--- config.mk ---
export PLATFORM = sky130hd
export DESIGN_NAME = down_counter_flat
export DESIGN_NICKNAME = d
export VERILOG_FILES = /design/src/rtl/down_counter_pkg.sv /design/src/rtl/down_counter_if.sv /design/src/rtl/down_counter.sv /design/src/flat_wrapper.sv
export SDC_FILE = /design/constraint.sdc
export NUM_CORES = 1
export LEC_CHECK = 0
export BUFFER_PORTS_ARGS = -buffer_cell sky130_fd_sc_hd__buf_2
export CAP_MARGIN = 20
export CORE_AREA = 5 5 42 44
export DETAILED_ROUTE_END_ITERATION = 8
export DIE_AREA = 0 0 47 49
export PLACE_DENSITY_LB_ADDON = 0.12
export REMOVE_ABC_BUFFERS = 1
export SLEW_MARGIN = 20
export SYNTH_ARGS = -nofsm -noshare
export SYNTH_HDL_FRONTEND = slang
export SYNTH_SLANG_ARGS = --single-unit
--- constraint.sdc ---
create_clock -name clock -period 2 [get_ports clock]
set_input_delay 0.4 -clock clock [delete_from_list [all_inputs] [get_ports clock]]
set_output_delay 0.4 -clock clock [all_outputs]
set_load 0.005 [all_outputs]
--- src/rtl/down_counter_pkg.sv ---
// Shared definitions for the down_counter block: FSM state encoding and the
// default counter width.
package down_counter_pkg;

    localparam int DEFAULT_WIDTH = 4;

    typedef enum logic [1:0] {
        IDLE = 2'd0,
        RUN  = 2'd1,
        DONE = 2'd2
    } state_e;

endpackage : down_counter_pkg

--- src/rtl/down_counter_if.sv ---
// Control/status bundle for down_counter. The master side drives the load,
// data and enable strobes. The slave side (the counter) returns the count,
// the terminal-count pulse and the busy flag.
interface down_counter_if #(
    parameter int WIDTH = down_counter_pkg::DEFAULT_WIDTH
);
    logic             load;
    logic [WIDTH-1:0] din;
    logic             en;
    logic [WIDTH-1:0] q;
    logic             tc;
    logic             busy;

    modport master (
        output load,
        output din,
        output en,
        input  q,
        input  tc,
        input  busy
    );

    modport slave (
        input  load,
        input  din,
        input  en,
        output q,
        output tc,
        output busy
    );
endinterface : down_counter_if

--- src/rtl/down_counter.sv ---
// Loadable down counter with a three-state FSM (IDLE/RUN/DONE).
// In one-shot mode the counter stops in DONE after the terminal count.
// In auto-reload mode the counter restarts from the last loaded value.
// A load always takes priority over counting. A zero load parks the FSM in IDLE.
// All outputs come straight from registers.
module down_counter
    import down_counter_pkg::*;
#(
    parameter int WIDTH  = DEFAULT_WIDTH,
    parameter bit RELOAD = 1'b0
) (
    input  logic           clock,
    input  logic           clear,
    down_counter_if.slave  bus
);

    localparam logic [WIDTH-1:0] ONE  = WIDTH'(1);
    localparam logic [WIDTH-1:0] ZERO = '0;

    state_e           state_q,  state_d;
    logic [WIDTH-1:0] count_q,  count_d;
    logic [WIDTH-1:0] reload_q, reload_d;
    logic             tc_q,     tc_d;
    logic             busy_q,   busy_d;

    // Next-state logic. A load wins over everything else. Counting only
    // happens in RUN with en high. tc is raised only on the 1 -> terminal step.
    always_comb begin
        state_d  = state_q;
        count_d  = count_q;
        reload_d = reload_q;
        tc_d     = 1'b0;

        if (bus.load) begin
            count_d  = bus.din;
            reload_d = bus.din;
            state_d  = (bus.din != ZERO) ? RUN : IDLE;
        end else begin
            case (state_q)
                RUN: begin
                    if (bus.en) begin
                        if (count_q > ONE) begin
                            count_d = count_q - ONE;
                        end else if (count_q == ONE) begin
                            tc_d = 1'b1;
                            if (RELOAD) begin
                                count_d = reload_q;
                            end else begin
                                count_d = ZERO;
                                state_d = DONE;
                            end
                        end else begin
                            // A zero count in RUN cannot occur through a load.
                            // Park safely instead of wrapping.
                            state_d = IDLE;
                        end
                    end
                end
                IDLE, DONE: begin
                    // en is ignored and the count holds.
                end
                default: begin
                    state_d = IDLE;
                    count_d = ZERO;
                end
            endcase
        end

        busy_d = (state_d == RUN);
    end

    // State, count, reload value and registered flags.
    // A low clear forces all of them to zero at once.
    always_ff @(posedge clock or negedge clear) begin
        if (!clear) begin
            state_q  <= IDLE;
            count_q  <= ZERO;
            reload_q <= ZERO;
            tc_q     <= 1'b0;
            busy_q   <= 1'b0;
        end else begin
            state_q  <= state_d;
            count_q  <= count_d;
            reload_q <= reload_d;
            tc_q     <= tc_d;
            busy_q   <= busy_d;
        end
    end

    assign bus.q    = count_q;
    assign bus.tc   = tc_q;
    assign bus.busy = busy_q;

endmodule : down_counter

--- src/flat_wrapper.sv ---
// flat-port wrapper written by rule: the top's interface ports become plain ports
module down_counter_flat import down_counter_pkg::*;
#(
    parameter int WIDTH  = DEFAULT_WIDTH,
    parameter bit RELOAD = 1'b0
)
  (clock, clear, bus_load, bus_din, bus_en, bus_q, bus_tc, bus_busy);
  down_counter_if #(.WIDTH(WIDTH)) bus_i ();
  input  logic clock;
  input  logic clear;
  input wire logic [$bits(bus_i.load)-1:0] bus_load;
  input wire logic [$bits(bus_i.din)-1:0] bus_din;
  input wire logic [$bits(bus_i.en)-1:0] bus_en;
  output wire logic [$bits(bus_i.q)-1:0] bus_q;
  output wire logic [$bits(bus_i.tc)-1:0] bus_tc;
  output wire logic [$bits(bus_i.busy)-1:0] bus_busy;
  assign bus_i.load = bus_load;
  assign bus_i.din = bus_din;
  assign bus_i.en = bus_en;
  assign bus_q = bus_i.q;
  assign bus_tc = bus_i.tc;
  assign bus_busy = bus_i.busy;
  down_counter #(.WIDTH(WIDTH), .RELOAD(RELOAD)) u_core (.clock(clock), .clear(clear), .bus(bus_i));
endmodule
# ---- After elaboration in Yosys (flattened, before gate mapping)
# Index checks and enable logic that the tools add are counted.
dict set report classes {
  n_addsub 1
  n_lt_le_gt_ge 1
  eq_ne 7
  muxes 16
  n_reduce_logical 4
}
# operator count
set op_table {}
lappend op_table {{2-to-1 mux 4 bit} 4}
lappend op_table {{2-to-1 mux 2 bit} 4}
lappend op_table {{case mux 4 bit (2 select lines)} 1}
lappend op_table {{2-to-1 mux 1 bit} 6}
lappend op_table {{== test 2 x 1 -> 1 bit (second input constant)} 2}
lappend op_table {{== test 4 x 1 -> 1 bit (second input constant)} 1}
lappend op_table {{> comparator 4 x 1 -> 1 bit (second input constant)} 1}
lappend op_table {{inequality test 4 x 2 -> 1 bit (second input constant)} 1}
lappend op_table {{case mux 2 bit (2 select lines)} 1}
lappend op_table {{nonzero test 4 bit} 1}
lappend op_table {{subtractor 4 x 1 -> 4 bit (second input constant)} 1}
lappend op_table {{inequality test 3 bit (second input constant)} 1}
lappend op_table {{AND reduction 3 bit} 1}
lappend op_table {{== test 2 bit (second input constant)} 1}
lappend op_table {{logical NOT 2 bit} 1}
lappend op_table {{inequality test 2 bit (second input constant)} 1}
lappend op_table {{OR reduction 2 bit} 1}
dict set report word_totals {
  ff_bits 8
  output_inout_bits 6
  wordCells 33
}

# ---- Depth between registers and ports, before layout
# Gate-level depths: netlist (run 1).
dict set report logic_depth {
  depth_word 7
  ltp_mapped 6
  mapped_depth_nobuf 6
}

# ---- Worst setup path before layout (run 1)
# Ideal clock, no wire load.
dict set report synth_path {
  path_type {reg2reg}
  from {register u_core.count_q[0], in the netlist u_core.bus.q[0]}
  to {register u_core.count_q[3], in the netlist u_core.bus.q[3]}
  setup_time_ps 126
  arrival_time_ps 1733
  t_required_ps 1874
  slack_ps 140
  stages_incl_launch_ff 7
  path_buffers 0
  synth_period_minus_slack_ps 1860
  cell_sequence {dfrtp_1 -> inv_1 -> ha_1 -> or4b_4 -> o221ai_4 -> nor4_1 -> a311o_1}
}
dict set report synth_between {
  elab_chain_len 5
}
# item line_no
set synth_rtl {}
lappend synth_rtl {{start, declared} down_counter.sv:21} ;# logic [WIDTH-1:0] count_q, count_d;
lappend synth_rtl {{start signal, assigned} down_counter.sv:83} ;# count_q <= count_d;
lappend synth_rtl {{subtractor 4 x 1 -> 4 bit / > comparator 4 x 1 -> 1 bit (equally long branches)} {down_counter.sv:43, down_counter.sv:42}}
lappend synth_rtl {{2-to-1 mux 4 bit} down_counter.sv:42} ;# if (count_q > ONE) begin
lappend synth_rtl {{2-to-1 mux 4 bit} down_counter.sv:41} ;# if (bus.en) begin
lappend synth_rtl {{case mux 4 bit (2 select lines)} down_counter.sv:39} ;# case (state_q)
lappend synth_rtl {{2-to-1 mux 4 bit} down_counter.sv:34} ;# if (bus.load) begin
# Several ways; a longest one is shown, not always the timed one. The select of a mux whose other input is x is not followed.
# A chain may end at the register's enable or synchronous reset.

# ---- Worst setup path after layout (run 1)
dict set report layout_path {
  from {register u_core.count_q[1], in the netlist u_core.bus.q[1]}
  to {register u_core.count_q[3], in the netlist u_core.bus.q[3]}
}
# The elaborated chain is that of the path after synthesis.

==> results of run 1 <==
[power breakdown]
part,internal (mW),leakage (nW),switching [mW]
sequential,0.180,0.0980,0.0161
combinational,0.0794,0.173,0.0771
clock,0.0691,0.0138,0.0626
total,0.329,0.285,0.156
[kinds of logic after synthesis]
family,after synthesis
AOI/OAI and AO/OA,13
buffers and inverters,5
DFF,8
adders and majority gates,2
and+or+nand+nor,13
[area by class of cell]
class | instances | area [µm²] | share of cell area (%)
repair buffers | 20 | 120 | 19.6
flip-flops and latches | 8 | 200 | 32.7
well taps | 16 | 20.0 | 3.27
clock buffers | 3 | 22.5 | 3.67
inverters | 5 | 18.8 | 3.06
multi-input cells | 28 | 231 | 37.8
[cell usage after synthesis, types with 2 or more instances]
cell type	n
o31ai_1	2
nor4_1	3
ha_1	2
nor2_1	2
inv_1	5
o211ai_1	2
a31o_2	2
dfrtp_1	8
nand2_1	3
o221ai_1	2
[layout by cell type (no fill, tap or decap), types with 2 or more instances in the layout]
| cell type | n |
|---|---|
| o221ai_1 | 2 |
| buf_2 | 13 |
| clkbuf_4 | 3 |
| dfrtp_1 | 8 |
| o31ai_1 | 2 |
| o211ai_1 | 2 |
| nand2_1 | 3 |
| inv_1 | 5 |
| ha_1 | 2 |
| buf_4 | 6 |
| nor4_1 | 3 |
| a31o_2 | 2 |
| nor2_1 | 2 |
[per-layer routing]
| metal | up-vias | track usage (%) | share of wire [%] |
|---|---|---|---|
| li1 | 210 | - | - |
| met1 | 206 | 16.3 | 48 |
| met2 | 16 | 15.2 | 45 |
| met3 | 4 | 2.21 | 5.7 |
| met4 | 0 | 8.29 | 1.7 |
| met5 | - | 0 | 0 |
[per-stage QoR]
step                      hold slack, ns  instances
after floorplan                    0.104         41
after CTS                          0.395         80
after global placement             0.259         76
after global routing               0.396         80
final                              0.401         80
after detailed placement           0.261         76
[flip-flops by register name, summed over array words and instances (netlist names)]
name,cells
u_core.bus.q,4
u_core.state_q,2
u_core.bus.busy,1
u_core.bus.tc,1
[path summary, 6_finish.rpt]
| check | start | endpoint | slack (ns) |
|---|---|---|---|
| worst max-delay path | u_core.bus.q[1] | u_core.bus.q[3] | 0.15 |
| worst min-delay path | bus_din[1] | u_core.bus.q[1] | 0.40 |
| worst max register to register | u_core.bus.q[1] | u_core.bus.q[3] | 0.15 |
| worst min register to register | u_core.bus.q[2] | u_core.bus.tc | 0.60 |
| max in group asynchronous | clear | u_core.bus.q[1] | 1.30 |
| min in group asynchronous | clear | u_core.bus.tc | 0.51 |
==> results.cfg, run 1 <==
[cts]
cts_tree = done
cts_resized = 0
clk_path_buf_depth = 2
clock_sinks = 8
clkLatencyLatePin_ns = 0.26
ctsHoldBuffers = 1
cts_root_buf = clkbuf_4
cts_buffers = 3
clkTransAtPathRegs_ns = 0.07
h-tree-depth = 1
cts_setup_buffers = 0

[final_layout]
drive_gt1_share_pct = 42.2
nets = 76
finish.instance_area_um2 = 613
final_core_util_pct = 43.8
synthToLayoutAreaGrowth_pct = 36.1
nFillCells = 152
antennaDiodeCount = 0

[synthesis]
syn_area_per_cell_um2 = 11.0
synth_top_family_by_area = compound AO/OA/AOI/OAI gates
synth_seq_cells = 8
yosys-top-cells-area = dfrtp_1 44%, o221ai_4 5.8%, ha_1 5.6%
syn_area_um2 = 450
synth_top_area_share_pct = 44.4
synth_fa_ha_area_share_pct = 5.56
synthCells = 41
synthXorXnorAreaFrac_pct = 0
ys_async_sr_fraction_pct = 100
ys.flop_type = dfrtp_1
synth.area.mux_share_pct = 0
synthSimpleGateAreaFrac_pct = 17.5
yosysWarnings = 0
synth_cell_types = 20
synth-edff-count = 0
synth-seq-area-share_pct = 44.4
synth_compound_area_share_pct = 28.3
synthDominantAreaCellType = dfrtp_1

[route]
wirelength_um = 1210
drc_errors = 0
vias = 436
vias_per_cell = 5.45
dr.pass1.iters = 4
wire_per_inst_um = 15.1
drt-initial-drc-count = 19
ant_nets = 0

[die]
start_util_pct = 32.1
dieHeight_um = 49
fp-row-count = 14
core_area_um2 = 1400
ios = 14
dieArea_um2 = 2300
die_x_um = 47

[critical_path]
crit_path_max_fanout = 7
crit_arrival_ns = 2.00
path_cells = inv_1 > ha_1 > or4b_4 > o221ai_4 > nor4_1 > a311o_1
start_kind = flop
critPathMaxStageDelay_ns = 0.47
cp_num_buf_inv = 1
path_depth = 6
reg2reg_depth = 6
cp_slowest_cell = or4b_4
setup.worst_path.class = reg -> reg
cpLargestDelayFamily = simple AND/OR/NAND/NOR gates
crit_path_end_kind = flop
cp.required_ns = 2.15

[timing]
finalCritPeriodShare_pct = 92.4
rsz0062_at_grt = false
slew_headroom_pct = 70.5
setup_viol = 0
fmax_ghz = 0.541
slew_violations = 0
clock_skew_ns = 0.0137
fin_crit_ns = 1.85
tns_ns = 0
tightest_slew_ns = 0.438
setup_ws_ns = 0.152
finalHoldViolations = 0

[grt]
grt_overflow_total = 0
antenna_found_initial = 0
grt_max_degree = 9
grt_pass1_vias = 414
grtUsageTotal_pct = 11.6
grt_first_pass_wirelength_um = 1860

[outcome]
status = finished, final reports clean

[pwr]
irDropWorstVdd_v = 0.000358
power.density_nw_per_um2 = 791
finalPower_mw = 0.485
p_leak_nw = 0.285

[job]
maxCapViolations = 0

[placed_design]
dp_hpwl_um = 917
portBuffers = 13
gp_congestion = 0.738
post-place-ws_ns = 0.134
dpl-instance-area_um2 = 581

[min_path]
whs_path_depth = 2
hold_path.class = in -> reg
No activity file was read; power rests on OpenSTA's default activity.
==> run 2, diff against run 1 <==
--- a/config.mk
+++ b/config.mk
@@ -8,6 +8,7 @@
 export BUFFER_PORTS_ARGS = -buffer_cell sky130_fd_sc_hd__buf_2
 export CAP_MARGIN = 20
 export CORE_AREA = 5 5 42 44
+export CTS_BUF_LIST = sky130_fd_sc_hd__clkbuf_8 sky130_fd_sc_hd__clkbuf_16
 export DETAILED_ROUTE_END_ITERATION = 8
 export DIE_AREA = 0 0 47 49
 export PLACE_DENSITY_LB_ADDON = 0.12
==> run 2 against run 1 <==
Net effect: cell count shrank 1.3%; setup slack lost 0.0070 ns; die area is the same; global-route usage grew 0.28 points.
==> results.cfg, run 2 (synthesis results as in run 1) <==
[critical_path]
path_cells = inv_1 > ha_1 > or4b_4 > o221ai_4 > nor4_1 > a311o_1
cp_slowest_cell = or4b_4
cpLargestDelayFamily = simple AND/OR/NAND/NOR gates
setup.worst_path.class = reg -> reg
critPathMaxStageDelay_ns = 0.47
crit_path_max_fanout = 7
start_kind = flop
crit_arrival_ns = 1.97
cp_num_buf_inv = 1
cp.required_ns = 2.11
crit_path_end_kind = flop

[timing]
finalHoldViolations = 0
finalCritPeriodShare_pct = 92.7
slew_headroom_pct = 69.4
rsz0062_at_grt = false
fmax_ghz = 0.539
slew_violations = 0
setup_ws_ns = 0.145
tightest_slew_ns = 0.455
tns_ns = 0
clock_skew_ns = 0.00715
fin_crit_ns = 1.85
setup_viol = 0

[route]
drt-initial-drc-count = 29
wirelength_um = 1220
wire_per_inst_um = 15.5
drc_errors = 0
ant_nets = 0
vias_per_cell = 5.71
dr.pass1.iters = 5
vias = 451

[cts]
cts_root_buf = clkbuf_8
h-tree-depth = 1
clkLatencyLatePin_ns = 0.23
cts_resized = 0
cts_setup_buffers = 0
clkTransAtPathRegs_ns = 0.05
cts_buffers = 3
clock_sinks = 8
cts_tree = done
clk_path_buf_depth = 2
ctsHoldBuffers = 0

[grt]
grt_max_degree = 9
antenna_found_initial = 0
grt_overflow_total = 0
grtUsageTotal_pct = 11.9
grt_pass1_vias = 408
grt_first_pass_wirelength_um = 1880

[final_layout]
synthToLayoutAreaGrowth_pct = 38.1
final_core_util_pct = 44.4
nFillCells = 151
drive_gt1_share_pct = 42.9
stdcell_count = 79
largest_register_ff_count = 4
nets = 75
finish.instance_area_um2 = 622
final_cell_mix = 13 x buf_2, 8 x dfrtp_1, 6 x buf_4, 5 x inv_1
antennaDiodeCount = 0
final_common_cell = buf_2

[placed_design]
post-place-ws_ns = 0.134
dpl-instance-area_um2 = 581
portBuffers = 13
dp_hpwl_um = 917
gp_congestion = 0.738
placed_cells = 76

[die]
ios = 14
fp-row-count = 14
dieHeight_um = 49
start_util_pct = 32.1
core_area_um2 = 1400
dieArea_um2 = 2300
die_x_um = 47

[min_path]
hold_path.class = in -> async

[outcome]
status = finished, final reports clean

[pwr]
irDropWorstVdd_v = 0.000408
p_leak_nw = 0.289
power.density_nw_per_um2 = 883

[job]
maxCapViolations = 0
-- run 2: changes by cell type in the layout (fill, tap and decap cells not counted), sizes merged --
| cell | before | now |
|---|---|---|
| dlygate4sd3 | 1 | 0 |
-- run 2: metrics by stage --
step / power (mW) / hold slack [ns]
3_3_place_gp: 0.357 / 0.259
4_1_cts: 0.557 / 0.0116
3_5_place_dp: 0.354 / 0.261
5_1_grt: 0.587 / 0.0129
6_report: 0.549 / 0.00713
2_1_floorplan: 0.278 / 0.104
-- run 2: area by class of cell --
class | instances | area, µm² | share of cell area (%)
multi-input cells | 28 | 231 | 37.2
flip-flops and latches | 8 | 200 | 32.2
repair buffers | 19 | 110 | 17.7
clock buffers | 3 | 41.3 | 6.64
well taps | 16 | 20.0 | 3.22
inverters | 5 | 18.8 | 3.02
-- run 2: path summary, 6_finish.rpt --
| kind | start | endpoint | slack (ns) | cells after the start |
|---|---|---|---|---|
| worst max register to register | u_core.bus.q[1] | u_core.bus.q[3] | 0.15 | 6 |
| max in group asynchronous | clear | u_core.bus.q[0] | 1.81 | 1 |
| worst min-delay path | clear | u_core.state_q[1] | 0.007 | 1 |
| worst min register to register | u_core.bus.q[2] | u_core.bus.tc | 0.61 | 1 |
| worst max-delay path | u_core.bus.q[1] | u_core.bus.q[3] | 0.15 | 6 |
| min in group clock | bus_din[1] | u_core.bus.q[1] | 0.43 | 2 |
-- run 2: metal layers --
| metal | vias to the layer above | global-route usage, % | routed length [µm] |
|---|---|---|---|
| li1 | 210 | - | - |
| met1 | 206 | 16.3 | 544 |
| met2 | 25 | 15.4 | 537 |
| met3 | 10 | 3.32 | 94 |
| met4 | 0 | 8.29 | 45 |
| met5 | - | 0 | 0 |
-- run 2: where the power goes --
part	leakage, nW	switching [mW]	internal [mW]
Clock	0.0216	0.0662	0.131
Sequential	0.0980	0.0163	0.181
Combinational	0.169	0.0765	0.0781
==> run 3, diff against run 2 <==
==> constraint.sdc (replaced) <==
create_clock -name clock -period 2.2 [get_ports clock]
set_input_delay 0.44 -clock clock [delete_from_list [all_inputs] [get_ports clock]]
set_output_delay 0.44 -clock clock [all_outputs]
set_load 0.005 [all_outputs]
==> run 3 against run 2 <==
Net effect: setup slack gained 0.079 ns; critical path type unchanged; largest cell class unchanged; hold slack gained 0.050 ns; core utilization is 2.1 points lower; routed wire length is 5.9% lower; clock power is 13% lower; global-route usage is 0.28 points lower; cell area is 4.8% lower; sequential power shrank 5%; sequential share of layout area grew 1.6 points.
==> results.cfg, run 3 (synthesis results as in run 1) <==
[final_layout]
nets = 71
largest_register_ff_count = 4
drive_gt1_share_pct = 39.0
stdcell_count = 75
final_core_util_pct = 42.2
final_common_cell = buf_2
synthToLayoutAreaGrowth_pct = 31.4
final_cell_mix = 13 x buf_2, 8 x dfrtp_1, 5 x inv_1
antennaDiodeCount = 0

[timing]
setup_ws_ns = 0.224
clock_skew_ns = 0.00139
finalHoldViolations = 0
setup_viol = 0
slew_violations = 0
fin_crit_ns = 1.98
rsz0062_at_grt = false
fmax_ghz = 0.506
slew_headroom_pct = 72.5
tns_ns = 0
tightest_slew_ns = 0.409
finalCritPeriodShare_pct = 89.8

[pwr]
p_sw_mw = 0.133
power_frac_clock_pct = 36.1
power.share.switching_pct = 28.1
power.density_nw_per_um2 = 799
irDropWorstVdd_v = 0.000354
p_comb_share_pct = 24.3
p_int_mw = 0.340
p_leak_nw = 0.269
p_seq_share_pct = 39.6

[route]
vias = 417
vias_per_cell = 5.56
wire_per_inst_um = 15.3
wirelength_um = 1150
drt-initial-drc-count = 10
drc_errors = 0
dr.pass1.iters = 4
ant_nets = 0

[critical_path]
timing.reg2reg.setup_slack_ns = 0.22
crit_arrival_ns = 2.08
crit_path_max_fanout = 7
setup.worst_path.class = reg -> reg
reg2reg_depth = 6
worstReg2RegStart = u_core.bus.q[0]
start_kind = flop
r2r-end = u_core.bus.q[3]
cp.required_ns = 2.31
crit_path_end_kind = flop

[placed_design]
post-place-ws_ns = 0.236
placed_cells = 72
gp_congestion = 0.764
portBuffers = 13
dp_hpwl_um = 923

[cts]
clkTransAtPathRegs_ns = 0.04
ctsHoldBuffers = 0
clock_sinks = 8
cts_tree = done
clk_path_buf_depth = 2
cts_root_buf = clkbuf_8
h-tree-depth = 1
cts_resized = 0
cts_setup_buffers = 0
cts_buffers = 3
clkLatencyLatePin_ns = 0.22

[grt]
grt_overflow_total = 0
grt_util_met3_pct = 2.58
use_met2_pct = 15.2
grt_max_degree = 9
grtUsageTotal_pct = 11.6
grt-busiest-layer = met1
grt_first_pass_wirelength_um = 1970
grt_pass1_vias = 432
antenna_found_initial = 0
met1_usage_pct = 17.4

[die]
fp-row-count = 14
core_area_um2 = 1400
dieArea_um2 = 2300
die_x_um = 47
start_util_pct = 32.1
ios = 14
dieHeight_um = 49

[outcome]
status = finished, final reports clean

[job]
maxCapViolations = 0

[min_path]
hold_path.class = in -> async
run 3: critical path: stages, from the launching register on:
cell and delay, ns:
dfrtp_1 0.43, inv_1 0.08, ha_1 0.22, or4b_4 0.49, o221ai_4 0.24, nor4_1 0.09, a311o_1 0.31
run 3: power by group through the flow:
stage	logic, mW	registers (mW)	clock network, mW
after floorplan	0.0670	0.186	0
after global placement	0.117	0.189	0
after detailed placement	0.115	0.189	0
after CTS	0.116	0.188	0.176
after global routing	0.127	0.192	0.181
final	0.115	0.187	0.171
run 3: how the worst max path moves through the flow:
stage	cells past startpoint	from	to
after global placement	6	u_core.bus.q[0]	u_core.bus.q[3]
after CTS	6	u_core.bus.q[0]	u_core.bus.q[3]
final	6	u_core.bus.q[0]	u_core.bus.q[3]
after floorplan	6	u_core.bus.q[0]	u_core.bus.q[3]
after detailed placement	6	u_core.bus.q[0]	u_core.bus.q[3]
after global routing	6	u_core.bus.q[0]	u_core.bus.q[3]
run 3: layout make-up:
| class | count | area [µm²] |
|---|---|---|
| Fill cell | 152 | 810 |
| Inverter | 5 | 18.8 |
| Sequential cell | 8 | 200 |
| Multi-Input combinational cell | 28 | 231 |
| Clock buffer | 3 | 41.3 |
| Timing Repair Buffer | 15 | 80.1 |
| Tap cell | 16 | 20.0 |
run 3: layer usage:
metal  up-vias  part of all wire (%)
li1        203                     -
met5         -                     0
met1       195                    47
met2        19                    45
met3         0                   8.2
met4         0                     0
run 3: stage by stage:
stage | hold slack [ns] | cell area (µm²) | power (mW)
2_1_floorplan | 0.144 | 450 | 0.253
3_3_place_gp | 0.296 | 551 | 0.306
3_5_place_dp | 0.299 | 551 | 0.305
5_1_grt | 0.0749 | 592 | 0.500
6_report | 0.0568 | 592 | 0.473
4_1_cts | 0.0625 | 592 | 0.480
